**src/rtl/uart_pkg.sv**
```systemverilog
// Shared UART definitions: FSM state encoding, parity mode constants and the
// clocks-per-bit calculation used by both the transmitter and the future receiver.
package uart_pkg;

    typedef enum logic [2:0] {
        S_IDLE   = 3'd0,
        S_START  = 3'd1,
        S_DATA   = 3'd2,
        S_PARITY = 3'd3,
        S_STOP   = 3'd4
    } uart_state_t;

    localparam int PARITY_NONE = 0;
    localparam int PARITY_ODD  = 1;
    localparam int PARITY_EVEN = 2;

    // Rounded to the nearest whole clock so the bit-period error stays below half a clock.
    function automatic int calc_div(input int clk_freq, input int baud);
        return (clk_freq + baud / 2) / baud;
    endfunction

endpackage

```
**src/rtl/uart_tx_fifo.sv**
```systemverilog
// Small synchronous FIFO feeding the UART transmitter; full/empty are decoded
// from the occupancy count so the pointers can wrap freely.
module uart_tx_fifo #(
    parameter int WIDTH = 8,
    parameter int DEPTH = 4
) (
    input  logic                     clk,
    input  logic                     rst,
    input  logic                     push,
    input  logic                     pop,
    input  logic [WIDTH-1:0]         wr_data,
    output logic [WIDTH-1:0]         rd_data,
    output logic                     full,
    output logic                     empty,
    output logic [$clog2(DEPTH):0]   count
);

    localparam int PTR_W = $clog2(DEPTH);

    logic [WIDTH-1:0] mem [DEPTH];
    logic [PTR_W-1:0] wr_ptr;
    logic [PTR_W-1:0] rd_ptr;
    logic             do_push;
    logic             do_pop;

    assign full    = (count == (PTR_W + 1)'(DEPTH));
    assign empty   = (count == '0);
    assign do_push = push && !full;
    assign do_pop  = pop && !empty;
    assign rd_data = mem[rd_ptr];

    always_ff @(posedge clk) begin
        if (do_push) begin
            mem[wr_ptr] <= wr_data;
        end
    end

    always_ff @(posedge clk) begin
        if (!rst) begin
            wr_ptr <= '0;
            rd_ptr <= '0;
            count  <= '0;
        end else begin
            if (do_push) begin
                wr_ptr <= wr_ptr + 1'b1;
            end
            if (do_pop) begin
                rd_ptr <= rd_ptr + 1'b1;
            end
            case ({do_push, do_pop})
                2'b10:   count <= count + 1'b1;
                2'b01:   count <= count - 1'b1;
                default: count <= count;
            endcase
        end
    end

endmodule

```
**src/rtl/uart_tx_core.sv**
```systemverilog
// Parametrised UART transmitter: buffered valid/ready input, LSB-first framing with
// optional parity and one or two stop bits, back-to-back frames when words are queued.
module uart_tx_core
    import uart_pkg::*;
#(
    parameter int CLK_FREQ   = 16_000_000,
    parameter int BAUD       = 9600,
    parameter int DATA_BITS  = 8,
    parameter int PARITY     = 2,
    parameter int STOP_BITS  = 1,
    parameter int FIFO_DEPTH = 4
) (
    input  logic                          clk,
    input  logic                          rst,
    input  logic                          tx_valid,
    input  logic [DATA_BITS-1:0]          tx_data,
    output logic                          tx_ready,
    output logic                          tx_out,
    output logic                          busy,
    output logic [$clog2(FIFO_DEPTH):0]   fifo_count
);

    localparam int DIV   = calc_div(CLK_FREQ, BAUD);
    localparam int CNT_W = (DIV > 2) ? $clog2(DIV) : 1;
    localparam int IDX_W = $clog2(DATA_BITS);
    localparam logic [CNT_W-1:0] CNT_LAST = CNT_W'(DIV - 1);
    localparam logic [IDX_W-1:0] IDX_LAST = IDX_W'(DATA_BITS - 1);

    if (DATA_BITS < 5 || DATA_BITS > 9) begin : g_bad_data_bits
        $error("uart_tx_core: DATA_BITS must be 5..9");
    end
    if (STOP_BITS != 1 && STOP_BITS != 2) begin : g_bad_stop_bits
        $error("uart_tx_core: STOP_BITS must be 1 or 2");
    end
    if (PARITY < 0 || PARITY > 2) begin : g_bad_parity
        $error("uart_tx_core: PARITY must be 0, 1 or 2");
    end
    if (DIV < 2) begin : g_bad_div
        $error("uart_tx_core: CLK_FREQ/BAUD must give at least 2 clocks per bit");
    end

    uart_state_t            state;
    logic [CNT_W-1:0]       baud_cnt;
    logic [IDX_W-1:0]       bit_idx;
    logic                   stop_idx;
    logic [DATA_BITS-1:0]   shreg;
    logic                   par_bit;

    logic                   fifo_full;
    logic                   fifo_empty;
    logic [DATA_BITS-1:0]   fifo_head;
    logic                   push;
    logic                   pop;
    logic                   bit_end;
    logic                   last_stop;
    logic                   word_par;

    assign tx_ready  = !fifo_full;
    assign push      = tx_valid && !fifo_full;
    assign bit_end   = (baud_cnt == CNT_LAST);
    assign last_stop = (stop_idx == 1'(STOP_BITS - 1));
    assign word_par  = (PARITY == PARITY_ODD) ? ~^fifo_head : ^fifo_head;
    assign busy      = (state != S_IDLE) || (fifo_count != '0);

    // The head is taken either from idle or on the very last stop-bit clock, which
    // is what lets queued frames follow each other with no idle gap.
    assign pop = !fifo_empty &&
                 ((state == S_IDLE) || (state == S_STOP && bit_end && last_stop));

    uart_tx_fifo #(
        .WIDTH (DATA_BITS),
        .DEPTH (FIFO_DEPTH)
    ) u_fifo (
        .clk     (clk),
        .rst     (rst),
        .push    (push),
        .pop     (pop),
        .wr_data (tx_data),
        .rd_data (fifo_head),
        .full    (fifo_full),
        .empty   (fifo_empty),
        .count   (fifo_count)
    );

    always_ff @(posedge clk) begin
        if (!rst) begin
            state    <= S_IDLE;
            baud_cnt <= '0;
            bit_idx  <= '0;
            stop_idx <= 1'b0;
            shreg    <= '0;
            par_bit  <= 1'b0;
            tx_out   <= 1'b1;
        end else begin
            case (state)
                S_IDLE: begin
                    tx_out   <= 1'b1;
                    baud_cnt <= '0;
                    if (pop) begin
                        shreg   <= fifo_head;
                        par_bit <= word_par;
                        tx_out  <= 1'b0;
                        state   <= S_START;
                    end
                end
                S_START: begin
                    if (bit_end) begin
                        baud_cnt <= '0;
                        bit_idx  <= '0;
                        tx_out   <= shreg[0];
                        state    <= S_DATA;
                    end else begin
                        baud_cnt <= baud_cnt + 1'b1;
                    end
                end
                S_DATA: begin
                    if (bit_end) begin
                        baud_cnt <= '0;
                        if (bit_idx == IDX_LAST) begin
                            if (PARITY != PARITY_NONE) begin
                                tx_out <= par_bit;
                                state  <= S_PARITY;
                            end else begin
                                tx_out   <= 1'b1;
                                stop_idx <= 1'b0;
                                state    <= S_STOP;
                            end
                        end else begin
                            bit_idx <= bit_idx + 1'b1;
                            shreg   <= shreg >> 1;
                            tx_out  <= shreg[1];
                        end
                    end else begin
                        baud_cnt <= baud_cnt + 1'b1;
                    end
                end
                S_PARITY: begin
                    if (bit_end) begin
                        baud_cnt <= '0;
                        tx_out   <= 1'b1;
                        stop_idx <= 1'b0;
                        state    <= S_STOP;
                    end else begin
                        baud_cnt <= baud_cnt + 1'b1;
                    end
                end
                S_STOP: begin
                    if (bit_end) begin
                        baud_cnt <= '0;
                        if (!last_stop) begin
                            stop_idx <= 1'b1;
                        end else if (pop) begin
                            shreg   <= fifo_head;
                            par_bit <= word_par;
                            tx_out  <= 1'b0;
                            state   <= S_START;
                        end else begin
                            state <= S_IDLE;
                        end
                    end else begin
                        baud_cnt <= baud_cnt + 1'b1;
                    end
                end
                default: begin
                    tx_out   <= 1'b1;
                    baud_cnt <= '0;
                    state    <= S_IDLE;
                end
            endcase
        end
    end

endmodule

```
**config.mk**
```make
export PLATFORM = sky130hd
export DESIGN_NAME = uart_tx_core
export DESIGN_NICKNAME = d
export VERILOG_FILES = /design/src/rtl/uart_pkg.sv /design/src/rtl/uart_tx_fifo.sv /design/src/rtl/uart_tx_core.sv
export SDC_FILE = /design/constraint.sdc
export NUM_CORES = 1
export LEC_CHECK = 0
export BUFFER_PORTS_ARGS = -buffer_cell sky130_fd_sc_hd__buf_2
export CAP_MARGIN = 10
export CORE_MARGIN = 10
export CORE_UTILIZATION = 55
export DETAILED_ROUTE_END_ITERATION = 7
export GPL_ROUTABILITY_DRIVEN = 0
export PLACE_DENSITY = 0.73
export SYNTH_ARGS = -nofsm -noshare
export SYNTH_HDL_FRONTEND = slang
export SYNTH_SLANG_ARGS = --single-unit
```
**constraint.sdc**
```tcl
create_clock -name clk -period 3.4 [get_ports clk]
set_input_delay 0.17 -clock clk [delete_from_list [all_inputs] [get_ports clk]]
set_output_delay 0.17 -clock clk [all_outputs]
set_load 0.005 [all_outputs]
```
==> impl_metrics.yaml <==
synth:
  syn_area_sq_um: 3060
  synth_common_cells: "dfxtp_1, edfxtp_1, nor2_1, xnor2_1, and2_1"
  ys_top_cells_by_area: "edfxtp_1, dfxtp_1, mux4_2, xnor2_1, ha_1"
  syn_nets: 272
  async_reset_ff_share_pct: 0
  ys.flop_type: "dfxtp_1"
  ys_ff_latch: 68
  synth_warnings: 0
  synth_cell_types: 47
  yosysMostFrequentCell: "dfxtp_1"
  synth.avg_cell_area_sq_um: 12.2
  synth_edf_count: 32
  netlist.area_leader.share_pct: 31.4
  synth_cells: 251
  yosysSeqAreaShare_pct: 55.0
  synth_top_area_cell: "edfxtp_1"
critical_path:
  required_ps: 3660
  critPathMaxStageDelay_ps: 550
  cp_cell_sequence: "inv_1 > ha_1 > or4b_1 > o31ai_1 > and2_1 > ha_1 > inv_1 > fa_1 > xor2_1 > or3_1 > a21boi_0"
  critical_path_arrival_ps: 3170
  worst-setup-path-type: "reg2reg"
  critPathCaptureType: "flop"
  cpMaxStageDelayCell: "or4b_1"
  cp-start-kind: "flop"
  cp_max_fo: 5
global_routing:
  grt_pass1_vias: 2001
  grt_max_degree: 26
  grt_pass1_wl_um: 9490
  grt_overflow: 0
  track_usage_pct: 13.6
  antenna_found_initial: 0
run:
  drv_cap: 0
cts:
  h-tree-depth: 3
  clk_pin_slew_ps: 80
  numCtsBuffers: 9
  cts_setup_buffers: 0
  clk-insertion-delay-late_ps: 340
  cts_sinks: 68
  root_buffer: "clkbuf_8"
  tritoncts: "done"
  postCtsResizedCells: 0
  hold_buffers: 0
  clock_path_buffers: 2
power:
  p_int_mw: 1.70
  power_frac_seq_pct: 43.4
  ir_worst_vdd_mv: 0.410
  p_clk_share_pct: 27.0
  p_switching_uw: 787
  switching_share_pct: 31.7
  power_frac_comb_pct: 29.6
  design_power_total_mw: 2.49
  p_leak_nw: 1.18
  p_per_area_nw_per_um2: 733
hold_path:
  holdCritPathClass: "in2reg"
sta:
  worst_slew_pin_slew_ps: 590
  period_share_pct: 85.7
  finalSetupTns_ps: 0
  fin_hold_ws_ps: 38.3
  finalSetupViolations: 0
  rsz0062_at_grt: "false"
  fmax_mhz: 343
  fin_crit_ps: 2910
  slew_headroom_pct: 60.3
  hold_viol_final: 0
  clock_skew_ps: 11.6
  timing.final.ws_setup_ps: 486
  drv_slew: 0
detailed_routing:
  routed_via_density: 5.59
  wire_per_inst_um: 15.8
  drt-initial-drc-count: 85
  vias: 1923
  drc: 0
  first_pass_iters: 4
  routed_wl_um: 5430
  ant_nets: 0
floorplan:
  chipWidth_um: 94.6
  fp.dieH_um: 94.6
  io_pins: 17
  dieArea_sq_um: 8950
  std_cell_rows: 27
  initial_core_util_pct: 56.2
  core_sq_um: 5440
layout:
  diodes: 0
  fin_util_pct: 62.4
  regArea_sq_um: 1680
  fillers: 440
  fin_nets: 288
  multiInputGateArea_sq_um: 1270
  syn_to_final_growth_pct: 10.9
  layout-drive-gt1-share_pct: 17.6
outcome:
  outcome: "finished, final reports clean"
placed_design:
  pre_cts_ws_ps: 476
  hpwl_um: 3720
  port_buffers: 16
## layout make-up
class / count / area share [%]
Sequential cell: 68 / 49.6
Multi-Input combinational cell: 160 / 37.6
Clock buffer: 9 / 3.65
Timing Repair Buffer: 20 / 3.24
Tap cell: 72 / 2.65
Clock inverter: 7 / 2.43
Inverter: 8 / 0.885
## flip-flops by register name, summed over array words and instances, names as in the netlist, 2 cells and up, named ones only
register       count
u_fifo.wr_ptr      2
u_fifo.count       3
u_fifo.mem        32
state              3
bit_idx            3
u_fifo.rd_ptr      2
shreg              8
baud_cnt          11
## stage by stage
step	area (sq um)	instances
after floorplan	3060	251
after global placement	3190	328
after detailed placement	3190	328
after CTS	3390	344
after global routing	3390	344
final	3390	344
## routing by layer
metal / up-vias / GRT usage (%) / routed length [um]
met5: - / 0 / 0
met4: 0 / 5.24 / 98
met3: 8 / 3.97 / 220
met2: 34 / 21.4 / 2600
met1: 933 / 17.2 / 2520
li1: 948 / - / -
## critical path, delay by kind of cell (launching register included)
family	cells	cell delay, ps
xor gates and xnor gates	1	180
adders and majority gates	3	680
AOI/OAI and AO/OA	2	460
buffers and inverters	2	130
DFF	1	350
and+or+nand+nor	3	1040
## power groups by stage
stage / combinational [mW] / clock [mW] / sequential (mW)
3_5_place_dp: 0.741 / 0 / 1.10
6_report: 0.736 / 0.671 / 1.08
2_1_floorplan: 0.632 / 0 / 1.05
4_1_cts: 0.743 / 0.690 / 1.08
5_1_grt: 0.830 / 0.724 / 1.10
3_3_place_gp: 0.720 / 0 / 1.09
## layout by cell type (no fill, tap or decap), drive strengths merged, types with 2 or more instances in the layout
master,instances
a21boi,3
a21oi,3
a22oi,2
and2,10
and3,4
buf,20
clkbuf,9
clkinv,4
dfxtp,36
edfxtp,32
ha,9
inv,10
mux2i,9
mux4,8
nand2,9
nand3,8
nand3b,2
nor2,17
nor2b,5
nor3,7
nor3b,3
nor4,3
o21ai,11
o311a,7
o32ai,2
or3,3
or4b,2
xnor2,16
xor2,6
## cells by family (layout without fill, tap and decap cells)
logic type	after synthesis	after routing	synth area share (%)
XOR/XNOR	22	22	6.30
multiplexers	17	17	8.83
adder cells (fa/ha/maj)	10	10	4.34
AND/OR/NAND/NOR	77	77	14.3
buffers and inverters	23	44	3.35
AO/OA/AOI/OAI	34	34	7.93
flip-flops	68	68	55.0
## path summary, 6_finish.rpt
check | from | to | slack (ps) | cells past startpoint
hold reg to reg | shreg[7] | shreg[7] | 460 | 2
hold / removal | tx_data[3] | u_fifo.mem[2][3] | 40 | 1
setup / recovery | baud_cnt[0] | u_fifo.count[2] | 490 | 11
setup reg to reg | baud_cnt[0] | u_fifo.count[2] | 490 | 11
Power figures use the tool's default switching activity.
